[src/rtl/seg7_scan_display.sv]
`default_nettype none
// ============================================================================
// Module      : seg7_scan_display
// Description : Four-digit multiplexed seven-segment driver. A prescaler
//               divides gclk into digit slots, a 2-bit index scans DIG1..DIG4
//               and the last cycle of every slot is blanked (ghost guard).
//               New values are held pending and committed only at the frame
//               boundary so a frame never mixes two values.
//               Optional macro LEADING_ZERO_BLANK_EN blanks leading zero
//               digits on DIG1..DIG3 (DIG4 always shows its glyph).
// Revision    : 1.0 - initial release
// ============================================================================
module seg7_scan_display #(
  parameter int CLK_DIV = 50000  // gclk cycles per digit slot, 2..65535
) (
  input  logic        gclk,
  input  logic        rst,
  input  logic        load,
  input  logic [15:0] value,
  output logic        DIG1,
  output logic        DIG2,
  output logic        DIG3,
  output logic        DIG4,
  output logic [6:0]  seg
);

  localparam logic [15:0] c_last    = 16'(CLK_DIV - 1);
  localparam logic [6:0]  c_seg_off = 7'b1111111;
  localparam logic [3:0]  c_dig_off = 4'b1111;

  logic [15:0] r_presc;
  logic [1:0]  r_index;
  logic [15:0] r_pending;
  logic [15:0] r_display;
  logic [3:0]  r_dig;      // {DIG1, DIG2, DIG3, DIG4}
  logic [6:0]  r_seg;

  logic        w_wrap;
  logic        w_frame_end;
  logic [3:0]  w_nibble;
  logic [6:0]  w_glyph;
  logic        w_blank;
  logic [3:0]  w_dig_next;
  logic [6:0]  w_seg_next;

  // The last prescaler count closes the slot; on index 3 it also closes the frame
  assign w_wrap      = (r_presc == c_last);
  assign w_frame_end = w_wrap && (r_index == 2'd3);

  // Prescaler and digit index: count within a slot, advance digit on wrap
  always_ff @(posedge gclk) begin
    if (rst) begin
      r_presc <= '0;
      r_index <= '0;
    end else if (w_wrap) begin
      r_presc <= '0;
      r_index <= r_index + 2'd1;
    end else begin
      r_presc <= r_presc + 16'd1;
    end
  end

  // Pending/display pair: display takes the pre-load pending value at the
  // frame boundary, so a coincident load lands one frame later
  always_ff @(posedge gclk) begin
    if (rst) begin
      r_pending <= '0;
      r_display <= '0;
    end else begin
      if (w_frame_end) begin
        r_display <= r_pending;
      end
      if (load) begin
        r_pending <= value;
      end
    end
  end

  // Select the nibble for the current digit; index 0 is the most significant
  always_comb begin
    w_nibble = r_display[15:12];
    case (r_index)
      2'd0:    w_nibble = r_display[15:12];
      2'd1:    w_nibble = r_display[11:8];
      2'd2:    w_nibble = r_display[7:4];
      default: w_nibble = r_display[3:0];
    endcase
  end

  // Hex to active-low abcdefg glyph
  always_comb begin
    w_glyph = c_seg_off;
    case (w_nibble)
      4'h0: w_glyph = 7'b0000001;
      4'h1: w_glyph = 7'b1001111;
      4'h2: w_glyph = 7'b0010010;
      4'h3: w_glyph = 7'b0000110;
      4'h4: w_glyph = 7'b1001100;
      4'h5: w_glyph = 7'b0100100;
      4'h6: w_glyph = 7'b0100000;
      4'h7: w_glyph = 7'b0001111;
      4'h8: w_glyph = 7'b0000000;
      4'h9: w_glyph = 7'b0000100;
      4'hA: w_glyph = 7'b0001000;
      4'hB: w_glyph = 7'b1100000;
      4'hC: w_glyph = 7'b0110001;
      4'hD: w_glyph = 7'b1000010;
      4'hE: w_glyph = 7'b0110000;
      default: w_glyph = 7'b0111000;
    endcase
  end

`ifdef LEADING_ZERO_BLANK_EN
  // Blank a digit when it and every more significant nibble are zero
  always_comb begin
    w_blank = 1'b0;
    case (r_index)
      2'd0:    w_blank = (r_display[15:12] == 4'h0);
      2'd1:    w_blank = (r_display[15:8]  == 8'h00);
      2'd2:    w_blank = (r_display[15:4]  == 12'h000);
      default: w_blank = 1'b0;
    endcase
  end
`else
  assign w_blank = 1'b0;
`endif

  // Next digit enable and segment pattern; everything dark in the guard cycle
  always_comb begin
    w_dig_next = c_dig_off;
    w_seg_next = c_seg_off;
    if (!w_wrap) begin
      case (r_index)
        2'd0:    w_dig_next = 4'b0111;
        2'd1:    w_dig_next = 4'b1011;
        2'd2:    w_dig_next = 4'b1101;
        default: w_dig_next = 4'b1110;
      endcase
      if (!w_blank) begin
        w_seg_next = w_glyph;
      end
    end
  end

  // Registered outputs: one cycle behind the prescaler/index state
  always_ff @(posedge gclk) begin
    if (rst) begin
      r_dig <= c_dig_off;
      r_seg <= c_seg_off;
    end else begin
      r_dig <= w_dig_next;
      r_seg <= w_seg_next;
    end
  end

  assign DIG1 = r_dig[3];
  assign DIG2 = r_dig[2];
  assign DIG3 = r_dig[1];
  assign DIG4 = r_dig[0];
  assign seg  = r_seg;

endmodule
`default_nettype wire

[config.mk]
export PLATFORM = sky130hd
export DESIGN_NAME = seg7_scan_display
export DESIGN_NICKNAME = d
export VERILOG_FILES = /design/src/rtl/seg7_scan_display.sv
export SDC_FILE = /design/constraint.sdc
export NUM_CORES = 1
export LEC_CHECK = 0
export ABC_CLOCK_PERIOD_IN_PS = 2600
export CORE_ASPECT_RATIO = 0.9
export CORE_MARGIN = 5
export CORE_UTILIZATION = 41
export DETAILED_ROUTE_END_ITERATION = 10
export PLACE_DENSITY = 0.61
export SLEW_MARGIN = 40
export SYNTH_ARGS = -nofsm -noshare
export SYNTH_HDL_FRONTEND = slang
export SYNTH_SLANG_ARGS = --single-unit
[constraint.sdc]
create_clock -name gclk -period 2.6 [get_ports gclk]
set_input_delay 0.52 -clock gclk [delete_from_list [all_inputs] [get_ports gclk]]
set_output_delay 0.52 -clock gclk [all_outputs]
set_load 0.005 [all_outputs]
Word level (Yosys, flattened, before mapping)
Memory sizes are Yosys's and may differ from the RTL's. A register that Yosys moved wholly into a read port is not among the register bits.
Index checks and enable logic that the tools add are counted.

storage, ports and cells
  register bits = 54
  latch bits = 0
  RAM bits = 0
  memory bits (read-only) = 112
  bits of input ports = 19
  output and inout bits = 11
  logic and storage cells = 17
  memories kept = 1

cells by class
  add/sub/neg operators = 2
  multiply operators = 0
  divide/modulo/power cells = 0
  order comparisons = 0
  equality and inequality tests = 4
  shift-type cells = 0
  multiplexer cells = 2
  bitwise gates (word level) = 0
  reduce and logical (&&, ||, !) cells = 3

memories
  memory           depth  width  rd ports  clocked after memory_dff  write ports  line  source
  (no name shown)  16     7      1         1                         0            93    case (w_nibble)

operators by type and width
  cell                     count
  $pmux W4 S3              2
  $add A16 B1 Y16 const B  1
  $eq A16 B16 Y1 const B   1
  $eq A2 B2 Y1 const B     2
  $add A2 B1 Y2 const B    1
  $eq A2 B1 Y1 const B     1
  $logic_not A2 Y1         1
  $reduce_or A2 Y1         1
  $logic_and A1 B1 Y1      1

Logic depth before layout (Yosys ltp)
Gate-level depths: netlist of run 1.

  word-level depth = 2
  depth in mapped cells = 11
  depth with buffers taken out = 11

Least setup slack after synthesis of run 1
Ideal clock, no wire load.

  path type = flip-flop to flip-flop
  start = register r_index[0]
  end = register r_seg[3] (netlist: seg[3])
  setup time = 0.126 ns
  arrival = 2.167 ns
  required time = 2.474 ns
  setup slack = 0.307 ns
  stages on the path, launching flop included = 11
  path buffers = 1
  clock period less this slack = 2.293 ns
  cell sequence = dfxtp_1 -> ha_1 -> clkbuf_1 -> inv_1 -> a21oi_1 -> inv_1 -> ha_1 -> mux2i_1 -> a22oi_1 -> a311oi_1 -> o21ai_0

between the ends
  longest elaborated chain between the ends = 2
  elaborated cells on any way between the ends = 4
  those cells by class = 2 x eq/ne; 1 x mux; 1 x reduce/logical

ends and longest elaborated chain
  what                                        line  source
  start: declaration                          32    logic [1:0] r_index;
  start signal: assignment                    57    r_index <= r_index + 2'd1;
  $eq A2 B2 Y1, or another cell as far along  82    case (r_index)
  $pmux W4 S3 *                               82
  end: declaration                            36    logic [6:0] r_seg;

Mark *: on every way between the ends. The rest lies on a longest branch, timed or not.
A chain may end at the register's enable or synchronous reset.

Final worst setup path of run 1
  start = register r_index[1]
  end = register r_seg[3] (netlist: seg[3])

The elaborated chain is that of the path after synthesis.

==> qor.yml, run 1 <==
grt_pass1_vias: 1885
stdcell_area_um2: 3460
worstMarginPinSlew_ns: 0.613
crit_path_end_kind: "register"
ir_worst_vdd_mv: 0.329
routed_via_density: 4.98
placed_cells: 411
yosysSeqAreaShare_pct: 42.3
path_class: "register to register"
slowest_delay_ns: 0.43
antenna_found_initial: 0
ys_types: 43
cpMostUsedCell: "ha_1"
fp.dieH_um: 89.6
grt_first_pass_wirelength_mm: 9.15
crit_required_ns: 2.83
finalWirelength_mm: 5.55
syn_inst: 299
drt_iter0_markers: 92
num-fill-cells: 663
layout_min_cycle_time_ns: 2.35
cts_tree: "yes"
slew_viol_final: 0
ctsHoldBuffers: 0
finalSetupViolCount: 0
drt_first_pass_iters: 5
via_count: 2133
arrival_ns: 2.58
stdcell_count: 428
nNetsFinal: 361
utilization_pct: 49.7
clk_pin_slew_ns: 0.07
gr-total-overflow: 0
gp_congestion: 0.892
startpoint_type: "register"
pre_cts_ws_ns: 0.0807
fin_skew_ns: 0.00725
grt_max_degree: 49
p_leak_nw: 1.31
finalHoldViolCount: 0
clock_sinks: 61
maxCapViolCount: 0
ioPinCount: 30
fin_tns_setup_ns: 0
dieWidth_um: 98.4
fin_crit_sh_pct: 90.5
hp-class: "register to register"
crit_chain: "inv_1 > ha_1 > a222oi_1 > a21oi_2 > inv_2 > ha_1 > mux2i_1 > a22oi_1 > a311oi_1 > o21ai_0"
avgSynthCellArea_um2: 9.65
cellPowerDensity_nw_per_um2: 583
insertion_delay_ns: 0.34
ys_ff_latch: 61
max_clock_freq_ghz: 0.425
relSlewSlack_pct: 59.1
num_rows: 29
ys_warn_count: 0
cts_buffers: 9
root_buffer: "clkbuf_8"
cts.path.max_buffers: 2
synth-edff-count: 0
dpl_cell_area_um2: 3230
diodes: 0
die_area_um2: 8820
grt_usage_pct: 13.4
h-tree-depth: 3
drive_gt1_share_pct: 9.25
outcome: "complete, no violations"
cpMaxStageDelayCell: "a222oi_1"
ant_nets: 0
fin_ws_ns: 0.248
area_growth_pct: 20.0
io_buffers: 29
synthesis.area_um2: 2890
synthesis.nets: 330
synth_ff_type: "dfxtp_1"
wl_per_cell_um: 13.0
start_util_pct: 41.4
cp_max_fo: 6
dp_hpwl_mm: 3.86
core_um2: 6970
synthArstFlopShare_pct: 0
drc: 0
==> path summary, 6_finish.rpt <==
check / start / cells past startpoint / to / slack (ns)
hold reg to reg: r_presc[0]$_SDFF_PP0_ / 1 / r_presc[0]$_SDFF_PP0_ / 0.47
setup / recovery: r_index[1]$_SDFFE_PP0P_ / 10 / seg[3]$_SDFF_PP1_ / 0.25
setup reg to reg: r_index[1]$_SDFFE_PP0P_ / 10 / seg[3]$_SDFF_PP1_ / 0.25
hold / removal: r_presc[0]$_SDFF_PP0_ / 1 / r_presc[0]$_SDFF_PP0_ / 0.47
==> critical path, delay by kind of cell (launching register included) <==
| kind | cells | cell delay [ns] |
|---|---|---|
| mux | 1 | 0.14 |
| flops | 1 | 0.40 |
| buf+inv | 2 | 0.19 |
| fa+ha+maj | 2 | 0.50 |
| compound gates | 5 | 1.01 |
==> area by class of cell <==
cell class,count,area [um^2],share of cell area [%]
tap,93,116,3.36
clock inverter,6,86.3,2.49
multi-input combinational,214,1530,44.1
clock buffer,10,138,3.98
sequential,61,1220,35.3
timing repair buffer,36,343,9.90
inverter,8,30.0,0.867
==> layout by cell type (no fill, tap or decap), types with 4 or more instances in the layout <==
master	n
buf_4	7
a22oi_1	5
ha_1	12
clkdlybuf4s50_1	29
nand4_1	8
mux2i_1	36
clkbuf_8	10
nor2_1	29
xnor2_1	7
a21oi_1	10
dfxtp_1	60
o21ai_0	6
nand2b_1	31
inv_1	7
nand2_1	12
xor2_1	4
nor2b_1	5
nand3_1	8
==> metal layers <==
layer	vias to the layer above	GRT usage [%]	wire length, um
met1	971	18.4	2970
met5	-	0	0
met4	0	5.21	64
met2	42	18.1	2220
li1	1116	-	-
met3	4	6.33	289
==> Yosys cell counts, types with 8 or more instances <==
cell type	number	area [um^2]
nand2_1	12	45.0
clkbuf_1	8	30.0
nor2_1	29	109
nand4_1	8	50.1
mux2i_1	36	360
ha_1	12	150
dfxtp_1	61	1220
nand3_1	8	40.0
inv_1	8	30.0
nand2b_1	31	194
a21oi_1	11	55.1
==> power by group <==
| group | switching [mW] | internal, mW | leakage [nW] | total (mW) |
|---|---|---|---|---|
| Combinational | 0.0420 | 0.0652 | 0.696 | 0.107 |
| Clock | 0.375 | 0.563 | 0.112 | 0.939 |
| Sequential | 0.0128 | 0.959 | 0.498 | 0.972 |
| Total | 0.430 | 1.59 | 1.31 | 2.02 |
==> state kept, by name, indices dropped and copies added, names as in the netlist <==
register	cells
r_dig	4
r_display	16
r_index	2
r_pending	16
r_presc	16
seg	7
==> timing repair <==
| action | in CTS | in global routing |
|---|---|---|
| buffers inserted | 0 | 1 |
| setup endpoints to repair | 0 | 1 |
| resized for setup | 0 | 4 |
==> kinds of logic (layout without fill, tap and decap cells) <==
kind of cell | count (synthesis) | in the layout | share of synthesized area, %
DFF | 61 | 61 | 42.3
AOI/OAI and AO/OA | 43 | 43 | 10.1
buffers and inverters | 24 | 60 | 5.03
muxes | 36 | 36 | 12.5
and+or+nand+nor | 112 | 112 | 21.6
xor gates and xnor gates | 11 | 11 | 3.34
adders and majority gates | 12 | 12 | 5.20
==> per-stage QoR <==
stage               hold slack, ns  total power, mW
detailed placement           0.459             1.10
global route                 0.490             2.11
finish                       0.471             2.02
global placement             0.447             1.10
CTS                          0.475             2.05
floorplan                    0.426             1.05
(Power assumes the default switching activity.)
==> run 2, diff against run 1 <==
--- a/config.mk
+++ b/config.mk
@@ -5,10 +5,12 @@
 export SDC_FILE = /design/constraint.sdc
 export NUM_CORES = 1
 export LEC_CHECK = 0
+export ABC_AREA = 1
 export ABC_CLOCK_PERIOD_IN_PS = 2600
 export CORE_ASPECT_RATIO = 0.9
 export CORE_MARGIN = 5
 export CORE_UTILIZATION = 41
+export CTS_CLUSTER_SIZE = 12
 export DETAILED_ROUTE_END_ITERATION = 10
 export PLACE_DENSITY = 0.61
 export SLEW_MARGIN = 40
==> qor.yml, run 2 <==
nNetsFinal: 430  # +19%
diodes: 0  # unchanged
syn_inst: 369  # +23%
dp_hpwl_mm: 4.07  # +5.2%
largestRegisters: "r_display (16), r_pending (16), r_presc (16)"
fin_skew_ns: 0.00620  # -0.00105 ns
finalWirelength_mm: 5.67  # +2.3%
cts.path.max_buffers: 2  # unchanged
worstMarginPinSlew_ns: 0.505  # -0.108 ns
gr-total-overflow: 0  # unchanged
h-tree-depth: 3  # unchanged
drt_iter0_markers: 112  # +22%
rsz0062_at_grt: "no"
min_path_cells: 1  # unchanged
ir_worst_vdd_mv: 0.286  # -13%
crit_chain: "inv_1 > ha_1 > nand2_1 > nand2_1 > o21bai_1 > inv_1 > ha_1 > inv_1 > nand3_1 > nand3_1 > nand3_1"
core_um2: 6590  # -5.5%
drc: 0  # unchanged
synthArstFlopShare_pct: 0  # unchanged
slowest_delay_ns: 0.41  # -0.02 ns
cp_max_fo: 6  # unchanged
start_util_pct: 42.0  # +0.59 points
fin_tns_setup_ns: 0  # unchanged
synth.most_common_cell: "nand2_1"
dieWidth_um: 96.6  # -1.9%
ys_ff_latch: 61  # unchanged
yosys.area.top_type: "dfxtp_1"
most-common-layout-cells: "80 x nand2_1, 61 x dfxtp_1, 59 x nor2_1"
fp.dieH_um: 87.9  # -1.9%
max_clock_freq_ghz: 0.467  # +9.9%
root_buffer: "clkbuf_8"
utilization_pct: 51.1  # +1.4 points
hp-class: "register to register"
outcome: "complete, no violations"
cts_tree: "yes"
layout_min_cycle_time_ns: 2.14  # -0.212 ns
startpoint_type: "register"
ioPinCount: 30  # unchanged
num_rows: 28  # -3.4%
cts_resized: 0  # unchanged
via_count: 2350  # +10%
crit_path_end_kind: "register"
r2r_cells: 11  # +1
finalSetupViolCount: 0  # unchanged
cellPowerDensity_nw_per_um2: 636  # +9.2%
routed_via_density: 4.76  # -4.5%
crit_required_ns: 2.82  # about the same
cpMaxStageDelayCell: "dfxtp_1"
num-fill-cells: 682  # +2.9%
grt_pass1_vias: 2121  # +13%
cts_buffers: 9  # unchanged
synthesis.area_um2: 2770  # -4.1%
yosysSeqAreaShare_pct: 44.1  # +1.8 points
die_area_um2: 8490  # -3.7%
cp_num_buf_inv: 3  # +1
drt_first_pass_iters: 4  # -1
power_mw: 2.14  # +6.1%
synth-edff-count: 0  # unchanged
synth_commonest_cells: "80 x nand2_1, 61 x dfxtp_1, 59 x nor2_1, 25 x a21oi_1, 24 x nand3_1"
gp_congestion: 0.900  # +0.85%
relSlewSlack_pct: 66.1  # +7.0 points
synthesis.nets: 400  # +21%
mostFrequentLayoutCell: "nand2_1"
wl_per_cell_um: 11.5  # -11%
critPathTopFamily: "adder cells"
postCtsSetupBuffers: 0  # unchanged
ant_nets: 0  # unchanged
clk_pin_slew_ns: 0.07  # about the same
path_class: "register to register"
synth_top_area_share_pct: 44.1  # +1.8 points
clock_sinks: 61  # unchanged
ys_warn_count: 0  # unchanged
antenna_found_initial: 0  # unchanged
grt_max_degree: 21  # -57%
finalHoldViolCount: 0  # unchanged
area_growth_pct: 21.6
ctsHoldBuffers: 0  # unchanged
grt_usage_pct: 14.6  # +1.2 points
maxCapViolCount: 0  # unchanged
arrival_ns: 2.36  # -0.22 ns
crit_cells: 11  # +1
ys_types: 27  # -37%
p_leak_nw: 1.33  # +1.6%
synth.area.top_cells: "dfxtp_1 44%, nand2_1 11%, nor2_1 8.0%"
io_buffers: 29  # unchanged
slew_viol_final: 0  # unchanged
insertion_delay_ns: 0.33  # about the same
drive_gt1_share_pct: 8.66  # -0.59 points
avgSynthCellArea_um2: 7.50  # -22%
synth_ff_type: "dfxtp_1"
grt_first_pass_wirelength_mm: 9.61  # +5.0%
fin_crit_sh_pct: 82.3  # -8.1 points
run 2: cell types whose count changed after synthesis, moves of 7 or more:
cell,change
a21oi_1,+14
inv_1,+14
mux2i_1,-36
nand2_1,+68
nand2b_1,-31
nand3_1,+16
nand4_1,+13
nor2_1,+30
o21ai_0,+9
xnor2_1,-7
run 2: stage by stage:
step	area [um^2]	setup slack [ns]	hold slack (ns)	std cells
floorplan	2770	0.700	0.417	369
CTS	3360	0.453	0.452	494
finish	3360	0.459	0.448	494
global placement	3110	0.564	0.433	478
detailed placement	3110	0.467	0.438	478
global route	3360	0.287	0.468	494
run 2: layout make-up:
type	count	area (um^2)	share of cell area (%)
clock buffer	13	169	5.02
sequential	61	1220	36.3
clock inverter	3	90.1	2.68
tap	90	113	3.35
multi-input combinational	268	1350	40.2
inverter	26	97.6	2.90
timing repair buffer	33	320	9.52
run 2: final timing paths:
| path | startpoint | end | slack (ns) |
|---|---|---|---|
| hold reg to reg | r_presc[0]$_SDFF_PP0_ | r_presc[0]$_SDFF_PP0_ | 0.45 |
| setup / recovery | r_index[1]$_SDFFE_PP0P_ | seg[6]$_SDFF_PP1_ | 0.46 |
| setup reg to reg | r_index[1]$_SDFFE_PP0P_ | seg[6]$_SDFF_PP1_ | 0.46 |
| hold / removal | r_presc[0]$_SDFF_PP0_ | r_presc[0]$_SDFF_PP0_ | 0.45 |
run 2: worst register-to-register path, cell delays in order (launching register included):
cell,delay [ns]
dfxtp_1,0.41
inv_1,0.09
ha_1,0.24
nand2_1,0.10
nand2_1,0.06
o21bai_1,0.37
inv_1,0.15
ha_1,0.27
inv_1,0.08
nand3_1,0.08
nand3_1,0.10
nand3_1,0.07
run 2: report_power, final:
group	internal (mW)	total [mW]	switching (mW)
clock network	0.716	1.07	0.358
registers	0.961	0.975	0.0134
logic	0.0500	0.0922	0.0422
total	1.73	2.14	0.414
run 2: kinds of logic (layout without fill, tap and decap cells):
group                    count (synthesis)  in the layout  share of synthesized area (%)
adder cells (fa/ha/maj)                 12             12                           5.43
buffers and inverters                   40             75                           6.92
AND/OR/NAND/NOR                        206            206                           33.5
AO/OA/AOI/OAI                           44             44                           8.14
flip-flops                              61             61                           44.1
XOR/XNOR                                 6              6                           1.90
run 2: layer usage:
metal  global-route usage (%)  up-vias  share of wire, %  wire length [um]
li1                         -     1270                 -                 -
met1                     21.0     1024                55              3090
met2                     20.2       45                39              2220
met3                     3.95       11               4.5               257
met4                     6.62        0               1.8               104
met5                        0        -                 0                 0
